--- src/rtl/seq_det_pkg.sv ---
// Shared constants for the parameterised serial pattern detector:
// output-timing and overlap mode selectors plus legal parameter ranges.
package seq_det_pkg;

   localparam int MODE_MOORE = 0;
   localparam int MODE_MEALY = 1;

   localparam int OVL_OFF = 0;
   localparam int OVL_ON  = 1;

   localparam int PAT_W_MIN = 2;
   localparam int PAT_W_MAX = 16;
   localparam int CNT_W_MIN = 2;
   localparam int CNT_W_MAX = 32;

endpackage

--- src/rtl/seq_sat_cnt.sv ---
// Saturating up-counter with a synchronous clear that dominates increment.
module seq_sat_cnt
   import seq_det_pkg::*;
#(
   parameter int CNT_W = 8
) (
   input  logic             clk_i,
   input  logic             rst_i,
   input  logic             clr_i,
   input  logic             inc_i,
   output logic [CNT_W-1:0] cnt_o
);

   logic [CNT_W-1:0] cnt_q;
   logic [CNT_W-1:0] cnt_d;

   // Holds at all-ones once full so a long run of matches never wraps.
   always_comb begin
      cnt_d = cnt_q;
      if (clr_i) begin
         cnt_d = '0;
      end else if (inc_i && (cnt_q != '1)) begin
         cnt_d = cnt_q + CNT_W'(1);
      end
   end

   always_ff @(posedge clk_i) begin
      if (rst_i) begin
         cnt_q <= '0;
      end else begin
         cnt_q <= cnt_d;
      end
   end

   assign cnt_o = cnt_q;

endmodule

--- src/rtl/seq_det_param.sv ---
// Serial pattern detector with loadable pattern, selectable overlap and
// Moore/Mealy output timing, and a saturating match counter.
module seq_det_param
   import seq_det_pkg::*;
#(
   parameter int             PAT_W   = 4,
   parameter int             OVERLAP = OVL_ON,
   parameter int             MEALY   = MODE_MOORE,
   parameter int             CNT_W   = 8,
   parameter logic [PAT_W-1:0] RST_PAT = PAT_W'(4'b1011)
) (
   input  logic             clk,
   input  logic             rst,
   input  logic             x,
   input  logic             x_valid,
   input  logic             pat_load,
   input  logic [PAT_W-1:0] pat_in,
   input  logic             cnt_clr,
   output logic             out,
   output logic [CNT_W-1:0] match_cnt
);

   localparam int FILL_W = $clog2(PAT_W + 1);

   if ((PAT_W < PAT_W_MIN) || (PAT_W > PAT_W_MAX)) begin : g_bad_pat_w
      $error("seq_det_param: PAT_W out of range");
   end
   if ((CNT_W < CNT_W_MIN) || (CNT_W > CNT_W_MAX)) begin : g_bad_cnt_w
      $error("seq_det_param: CNT_W out of range");
   end

   logic [PAT_W-1:0]  hist_q, hist_d;
   logic [PAT_W-1:0]  pat_q, pat_d;
   logic [FILL_W-1:0] fill_q, fill_d;
   logic              moore_q;

   logic [PAT_W-1:0]  hist_shift;
   logic [FILL_W-1:0] fill_inc;
   logic              match;

   // Match is judged on the post-shift view; a load or reset discards the sample.
   always_comb begin
      hist_shift = {hist_q[PAT_W-2:0], x};
      fill_inc   = (fill_q == FILL_W'(PAT_W)) ? fill_q : fill_q + FILL_W'(1);
      match      = x_valid && !pat_load && !rst &&
                   (fill_inc == FILL_W'(PAT_W)) && (hist_shift == pat_q);

      hist_d = hist_q;
      fill_d = fill_q;
      pat_d  = pat_q;
      if (pat_load) begin
         pat_d  = pat_in;
         hist_d = '0;
         fill_d = '0;
      end else if (x_valid) begin
         hist_d = hist_shift;
         fill_d = (match && (OVERLAP == OVL_OFF)) ? '0 : fill_inc;
      end
   end

   always_ff @(posedge clk) begin
      if (rst) begin
         hist_q  <= '0;
         fill_q  <= '0;
         pat_q   <= RST_PAT;
         moore_q <= 1'b0;
      end else begin
         hist_q  <= hist_d;
         fill_q  <= fill_d;
         pat_q   <= pat_d;
         moore_q <= match;
      end
   end

   assign out = rst ? 1'b0 : ((MEALY == MODE_MEALY) ? match : moore_q);

   seq_sat_cnt #(
      .CNT_W (CNT_W)
   ) u_cnt (
      .clk_i (clk),
      .rst_i (rst),
      .clr_i (cnt_clr),
      .inc_i (match),
      .cnt_o (match_cnt)
   );

endmodule

--- config.mk ---
export PLATFORM = sky130hd
export DESIGN_NAME = seq_det_param
export DESIGN_NICKNAME = d
export VERILOG_FILES = /design/src/rtl/seq_det_pkg.sv /design/src/rtl/seq_sat_cnt.sv /design/src/rtl/seq_det_param.sv
export SDC_FILE = /design/constraint.sdc
export NUM_CORES = 1
export LEC_CHECK = 0
export BUFFER_PORTS_ARGS = -buffer_cell sky130_fd_sc_hd__buf_2
export CAP_MARGIN = 20
export CORE_UTILIZATION = 50
export CTS_CLUSTER_SIZE = 30
export DETAILED_ROUTE_END_ITERATION = 8
export GPL_TIMING_DRIVEN = 1
export PLACE_DENSITY_LB_ADDON = 0.15
export SLEW_MARGIN = 10
export SYNTH_ARGS = -nofsm -noshare
export SYNTH_HDL_FRONTEND = slang
export SYNTH_SLANG_ARGS = --single-unit
--- constraint.sdc ---
create_clock -name clk -period 3.03 [get_ports clk]
set_clock_uncertainty 0.15 [all_clocks]
set_input_delay 0.4545 -clock clk [delete_from_list [all_inputs] [get_ports clk]]
set_output_delay 0.4545 -clock clk [all_outputs]
set_load 0.1 [all_outputs]
==> impl_metrics.env, run 1 <==
export IMPL_run_status="finished clean"
export IMPL_post_place_ws_ps=442.0
export IMPL_synth_top_area_share=0.3943
export IMPL_clk_pin_slew_ps=120
export IMPL_fmax_mhz=378.9
export IMPL_ys_warnings_count=0
export IMPL_synth_cells=107
export IMPL_hold_path_class="input port to register"
export IMPL_post_cts_buffers=0
export IMPL_io_pins=19
export IMPL_grt_max_degree=13
export IMPL_r2r_cells=7
export IMPL_hold_viol=0
export IMPL_relSlewSlack=0.6782
export IMPL_final_nets=136
export IMPL_multi_input_area_sq_um=525.5
export IMPL_hp_start="pat_in[1]"
export IMPL_cts_num_sinks=19
export IMPL_synth_top_area_cell="dfxtp_1"
export IMPL_setup_viol=0
export IMPL_synth_xor_area_frac=0.04540
export IMPL_vias=781
export IMPL_synth_edf_count=0
export IMPL_cts_hold_buf=0
export IMPL_synth_net_count=120
export IMPL_rsz0062_at_grt="false"
export IMPL_grt_util_all_layers=0.1762
export IMPL_cts_root_buf="clkbuf_4"
export IMPL_met3WireLength_um=62
export IMPL_holdPathStages=2
export IMPL_critical_path_class="register to register"
export IMPL_setup_tns_ps=0
export IMPL_fin_ws_ps=390.6
export IMPL_endpoint_kind="register"
export IMPL_num_fill_cells=180
export IMPL_p_per_area_mw_per_mm2=397.5
export IMPL_synth_compound_area_frac=0.1077
export IMPL_worstMarginPinSlew_ps=486.0
export IMPL_regArea_sq_um=380.4
export IMPL_viasPerCell=5.313
export IMPL_arrival_ps=2730
export IMPL_cts_resized=0
export IMPL_cts_buffers=3
export IMPL_drv_cap=0
export IMPL_place_congestion=0.8550
export IMPL_die_y_um=45.93
export IMPL_core_sq_mm=0.001764
export IMPL_io_buffers=18
export IMPL_start_kind="register"
export IMPL_synth_async_reset_ratio=0
export IMPL_drt_total_wl_mm=1.634
export IMPL_routedWlPerCell_um=11.12
export IMPL_p_leak_nw=0.4407
export IMPL_grt_pass1_wl_mm=2.663
export IMPL_synth_top_family_by_area="simple AND/OR/NAND/NOR gates"
export IMPL_clk_path_buf_depth=2
export IMPL_dieArea_sq_mm=0.002109
export IMPL_ant_nets=0
export IMPL_grt_overflow=0
export IMPL_area_growth_synth_to_final_pct=10.90
export IMPL_chipWidth_um=45.93
export IMPL_period_minus_slack_ps=2639
export IMPL_cp_data_required_time_ps=3120
export IMPL_avgSynthCellArea_sq_um=9.016
export IMPL_synth_simple_area_share=0.2802
export IMPL_routed_wl_met2_um=703
export IMPL_ys_types=32
export IMPL_m1WireLength_um=847
export IMPL_antenna_found_initial=0
export IMPL_worst_r2r_startpoint="fill_q[0]"
export IMPL_cts_max_level=1
export IMPL_grt_pass1_vias=637
export IMPL_ir_drop_mv=0.2610
export IMPL_ys_seq_elements=19
export IMPL_place_hpwl_mm=1.222
export IMPL_synthMuxAreaShare=0.07263
export IMPL_route_detailed_drc=0
export IMPL_synth_ff_type="dfxtp_1"
export IMPL_first_pass_iters=4
export IMPL_yosysMostFrequentCell="dfxtp_1"
export IMPL_synth_area_top_cells="dfxtp_1 39%, mux2i_1 7.3%, a21oi_1 4.7%"
export IMPL_tritoncts="built"
export IMPL_syn_area_sq_um=964.7
export IMPL_post_route_period_util=0.8711
export IMPL_path_max_fanout=12
export IMPL_startpoint="fill_q[0]"
export IMPL_synth_adder_area_share=0.03891
export IMPL_synth_commonest_cells="19 x dfxtp_1, 9 x a21oi_1, 7 x mux2i_1, 7 x nand2_1, 7 x nor2_1"
export IMPL_initial_core_util=0.5468
export IMPL_drt_iter0_markers=9
export IMPL_drive_gt1_frac=0.2213
export IMPL_drv_slew=0
export IMPL_num_rows=15
export IMPL_clk_latency_ps=300
export IMPL_antennaDiodeCount=0
export IMPL_synth_seq_area_share=0.3943
export IMPL_topRoutingLayerUsed="met4"
==> logic make-up after synthesis <==
family          count (synthesis)
compound gates                 17
xor+xnor                        5
fa+ha+maj                       3
buf+inv                        11
flops                          19
mux                             7
simple gates                   45
==> worst max-delay path, stage by stage, from the launching register on <==
cell and delay [ps]:
dfxtp_1 400, inv_1 90, ha_1 240, or3b_2 470
nand3_1 100, nand4_1 360, or4_1 620, a21oi_1 150
==> through the flow <==
stage	std cells	cell area [sq um]	hold slack (ps)	util	power, mW
after floorplan	107	964.7	311.7	-	0.2913
after global placement	143	1042	332.5	0.5908	0.2973
after detailed placement	143	1042	345.1	0.5908	0.2984
after CTS	147	1070	190.1	0.6064	0.4304
after global routing	147	1070	186.2	0.6064	0.4418
final	147	1070	193.4	0.6064	0.4252
==> flip-flops by register name, indices dropped and copies added, names as in the netlist <==
signal / count
pat_q: 4
u_cnt.cnt_o: 8
hist_q: 3
moore_q: 1
fill_q: 3
==> worst paths after layout <==
path | end | slack (ps)
worst min-delay path | pat_q[1] | 190
worst max register to register | u_cnt.cnt_o[3] | 390
worst max-delay path | u_cnt.cnt_o[3] | 390
worst min register to register | u_cnt.cnt_o[7] | 360
==> final cells by class <==
cell class / count / share of cell area
clock buffers: 3 / 0.02105
clock inverters: 1 / 0.004678
inverters: 4 / 0.01404
multi-input cells: 77 / 0.4912
flip-flops and latches: 19 / 0.3556
well taps: 25 / 0.02924
repair buffers: 18 / 0.08421
==> cell usage in the layout (no fill, tap or decap) <==
master / count
or3_1: 4
nor2_1: 7
and4b_1: 2
xnor2_1: 1
a21oi_1: 9
xor2_1: 4
nor4_2: 2
nand3_1: 5
nor3_1: 2
nand4_1: 2
or3b_2: 1
clkbuf_4: 3
nand3b_1: 1
ha_1: 3
nand2b_1: 1
or2_2: 1
or4_1: 2
a211o_1: 3
and3_1: 1
o31ai_1: 3
nor2b_1: 4
o21ai_0: 2
nor3b_2: 1
mux2i_1: 7
nor4_1: 1
clkinv_2: 1
inv_1: 4
buf_2: 18
nand2_1: 7
or2_1: 1
dfxtp_1: 19
==> per-layer routing <==
layer,up-vias,GRT usage
met5,-,0
met4,0,0.08824
met3,4,0.04762
met2,14,0.2366
met1,354,0.2536
li1,409,-
==> power breakdown <==
group,switching (mW),internal (mW)
combinational,0.0169,0.0168
clock,0.0836,0.0492
sequential,0.00381,0.255
(Power assumes the default switching activity.)
==> run 2, diff against run 1 <==
--- a/config.mk
+++ b/config.mk
@@ -15,4 +15,5 @@
 export SLEW_MARGIN = 10
 export SYNTH_ARGS = -nofsm -noshare
 export SYNTH_HDL_FRONTEND = slang
+export SYNTH_HIERARCHICAL = 1
 export SYNTH_SLANG_ARGS = --single-unit
==> run 2 against run 1 <==
Against the previous run:
- non-clock buffer count rose by 2
- wire length rose by 7.3%
- cell count fell by 1.4%
- count of clock-buffer cells in the layout rose by 1
- synthesized cell count fell by 6.5%
- flip-flop and latch count did not move
- final area rose by 1.6%
- die area fell by 0.63%
- power fell by 0.91%
- fmax rose by 1.3%
==> impl_metrics.env, run 2 <==
export IMPL_ant_nets=0
export IMPL_drive_gt1_frac=0.2083
export IMPL_cts_root_buf="clkbuf_4"
export IMPL_routedWlPerCell_um=12.09
export IMPL_synth_commonest_cells="19 x dfxtp_1, 9 x mux2i_1, 7 x nand2_1, 7 x nor2_1"
export IMPL_avgSynthCellArea_sq_um=9.584
export IMPL_num_rows=15
export IMPL_cts_buffers=3
export IMPL_synth_async_reset_ratio=0
export IMPL_synth_edf_count=0
export IMPL_initial_core_util=0.5433
export IMPL_gr_max_usage_layer="met2"
export IMPL_grt_overflow=0
export IMPL_cts_hold_buf=0
export IMPL_ys_types=32
export IMPL_place_congestion=0.7643
export IMPL_drt_iter0_markers=14
export IMPL_ir_drop_mv=0.2562
export IMPL_largest_register_ffs=8
export IMPL_viasPerCell=5.372
export IMPL_worstMarginPinSlew_ps=484.7
export IMPL_num_fill_cells=176
export IMPL_arrival_ps=2660
export IMPL_final_common_cell="dfxtp_1"
export IMPL_clk_latency_ps=290
export IMPL_mostFrequentLayoutCells="19 x dfxtp_1, 18 x buf_2, 9 x mux2i_1, 7 x nand2_1, 7 x nor2_1"
export IMPL_cts_resized=0
export IMPL_period_minus_slack_ps=2605
export IMPL_antenna_found_initial=0
export IMPL_die_y_um=45.78
export IMPL_place_hpwl_mm=1.335
export IMPL_chipWidth_um=45.78
export IMPL_final_nets=134
export IMPL_post_route_period_util=0.8598
export IMPL_core_sq_mm=0.001764
export IMPL_fin_ws_ps=424.9
export IMPL_p_per_area_mw_per_mm2=387.5
export IMPL_synth_seq_area_share=0.3969
export IMPL_hold_viol=0
export IMPL_rsz0062_at_grt="false"
export IMPL_grt_pass1_vias=660
export IMPL_ys_warnings_count=6
export IMPL_cts_max_level=1
export IMPL_tritoncts="built"
export IMPL_clk_path_buf_depth=2
export IMPL_run_status="finished clean"
export IMPL_p_leak_nw=0.4466
export IMPL_synth_top_area_cell="dfxtp_1"
export IMPL_post_place_ws_ps=309.1
export IMPL_grt_max_degree=12
export IMPL_relSlewSlack=0.6791
export IMPL_io_buffers=18
export IMPL_use_met2=0.2943
export IMPL_hold_path_class="input port to register"
export IMPL_setup_tns_ps=0
export IMPL_antennaDiodeCount=0
export IMPL_setup_viol=0
export IMPL_syn_area_sq_um=958.4
export IMPL_grt_use_met1=0.2530
export IMPL_dieArea_sq_mm=0.002096
export IMPL_clk_pin_slew_ps=110
export IMPL_synth_cells=100
export IMPL_route_detailed_drc=0
export IMPL_drt_total_wl_mm=1.753
export IMPL_path_max_fanout=5
export IMPL_grtUsageMet3=0.02381
export IMPL_p_total_uw=421.4
export IMPL_drv_slew=0
export IMPL_synth_area_top_cells="dfxtp_1 40%, mux2i_1 9.4%, xnor2_1 4.6%"
export IMPL_grt_pass1_wl_mm=2.773
export IMPL_post_cts_buffers=0
export IMPL_first_pass_iters=4
export IMPL_io_pins=19
export IMPL_ys_seq_elements=19
export IMPL_grt_util_all_layers=0.1872
export IMPL_synth_ff_type="dfxtp_1"
export IMPL_cp_data_required_time_ps=3080
export IMPL_synth_top_area_share=0.3969
export IMPL_endpoint_kind="register"
export IMPL_synth_net_count=113
export IMPL_fmax_mhz=383.9
export IMPL_vias=779
export IMPL_start_kind="register"
export IMPL_area_growth_synth_to_final_pct=13.45
export IMPL_critical_path_class="register to register"
export IMPL_cts_num_sinks=19
export IMPL_drv_cap=0
export IMPL_yosysMostFrequentCell="dfxtp_1"
## run 2: power by group
group | switching [mW] | internal, mW | total, mW | leakage [nW]
Sequential | 0.00373 | 0.255 | 0.259 | 0.154
Clock | 0.0747 | 0.0512 | 0.126 | 0.0150
Combinational | 0.0186 | 0.0184 | 0.0370 | 0.277
## run 2: routing by layer
layer,up-vias,share of wire
met5,-,0
met4,0,0.0068
met3,2,0.051
met2,24,0.45
met1,354,0.49
li1,399,-
## run 2: worst paths after layout
path	depth (start not counted)	from	slack [ps]	to
hold reg to reg	2	u_cnt/cnt_o[0]	360	u_cnt/cnt_o[0]
setup / recovery	8	fill_q[0]	420	u_cnt/cnt_o[5]
hold / removal	2	pat_in[0]	210	pat_q[0]
setup reg to reg	8	fill_q[0]	420	u_cnt/cnt_o[5]
## run 2: cell families (layout without fill, tap and decap cells)
family,count (synthesis),after routing,synth area share
AOI/OAI and AO/OA,16,16,0.1371
xor gates and xnor gates,6,6,0.05483
adders and majority gates,3,3,0.03917
buffers and inverters,7,27,0.04699
DFF,19,19,0.3969
muxes,9,9,0.09400
and+or+nand+nor,40,40,0.2311
## run 2: final cells by class
class	instances	area [sq um]	share of cell area
Tap cell	25	31.28	0.02877
Inverter	3	11.26	0.01036
Clock buffer	4	26.28	0.02417
Timing Repair Buffer	20	105.1	0.09666
Multi-Input combinational cell	74	533.0	0.4902
Sequential cell	19	380.4	0.3498
## run 2: critical path, cell delays in order, from the launching register on
cell and delay (ps):
dfxtp_1 380, inv_1 90, ha_1 310, or3_1 390, nor4_1 260, buf_4 170, and4_1 280, a31oi_1 150
a2111oi_4 330
## run 2: metrics by stage
stage                       util  hold slack [ps]  cell area (sq um)  cells
after CTS                 0.6163            201.0               1087    145
after floorplan                -            331.7              958.4    100
after global routing      0.6163            211.9               1087    145
after detailed placement  0.6014            344.8               1061    141
final                     0.6163            211.1               1087    145
after global placement    0.6014            342.2               1061    141
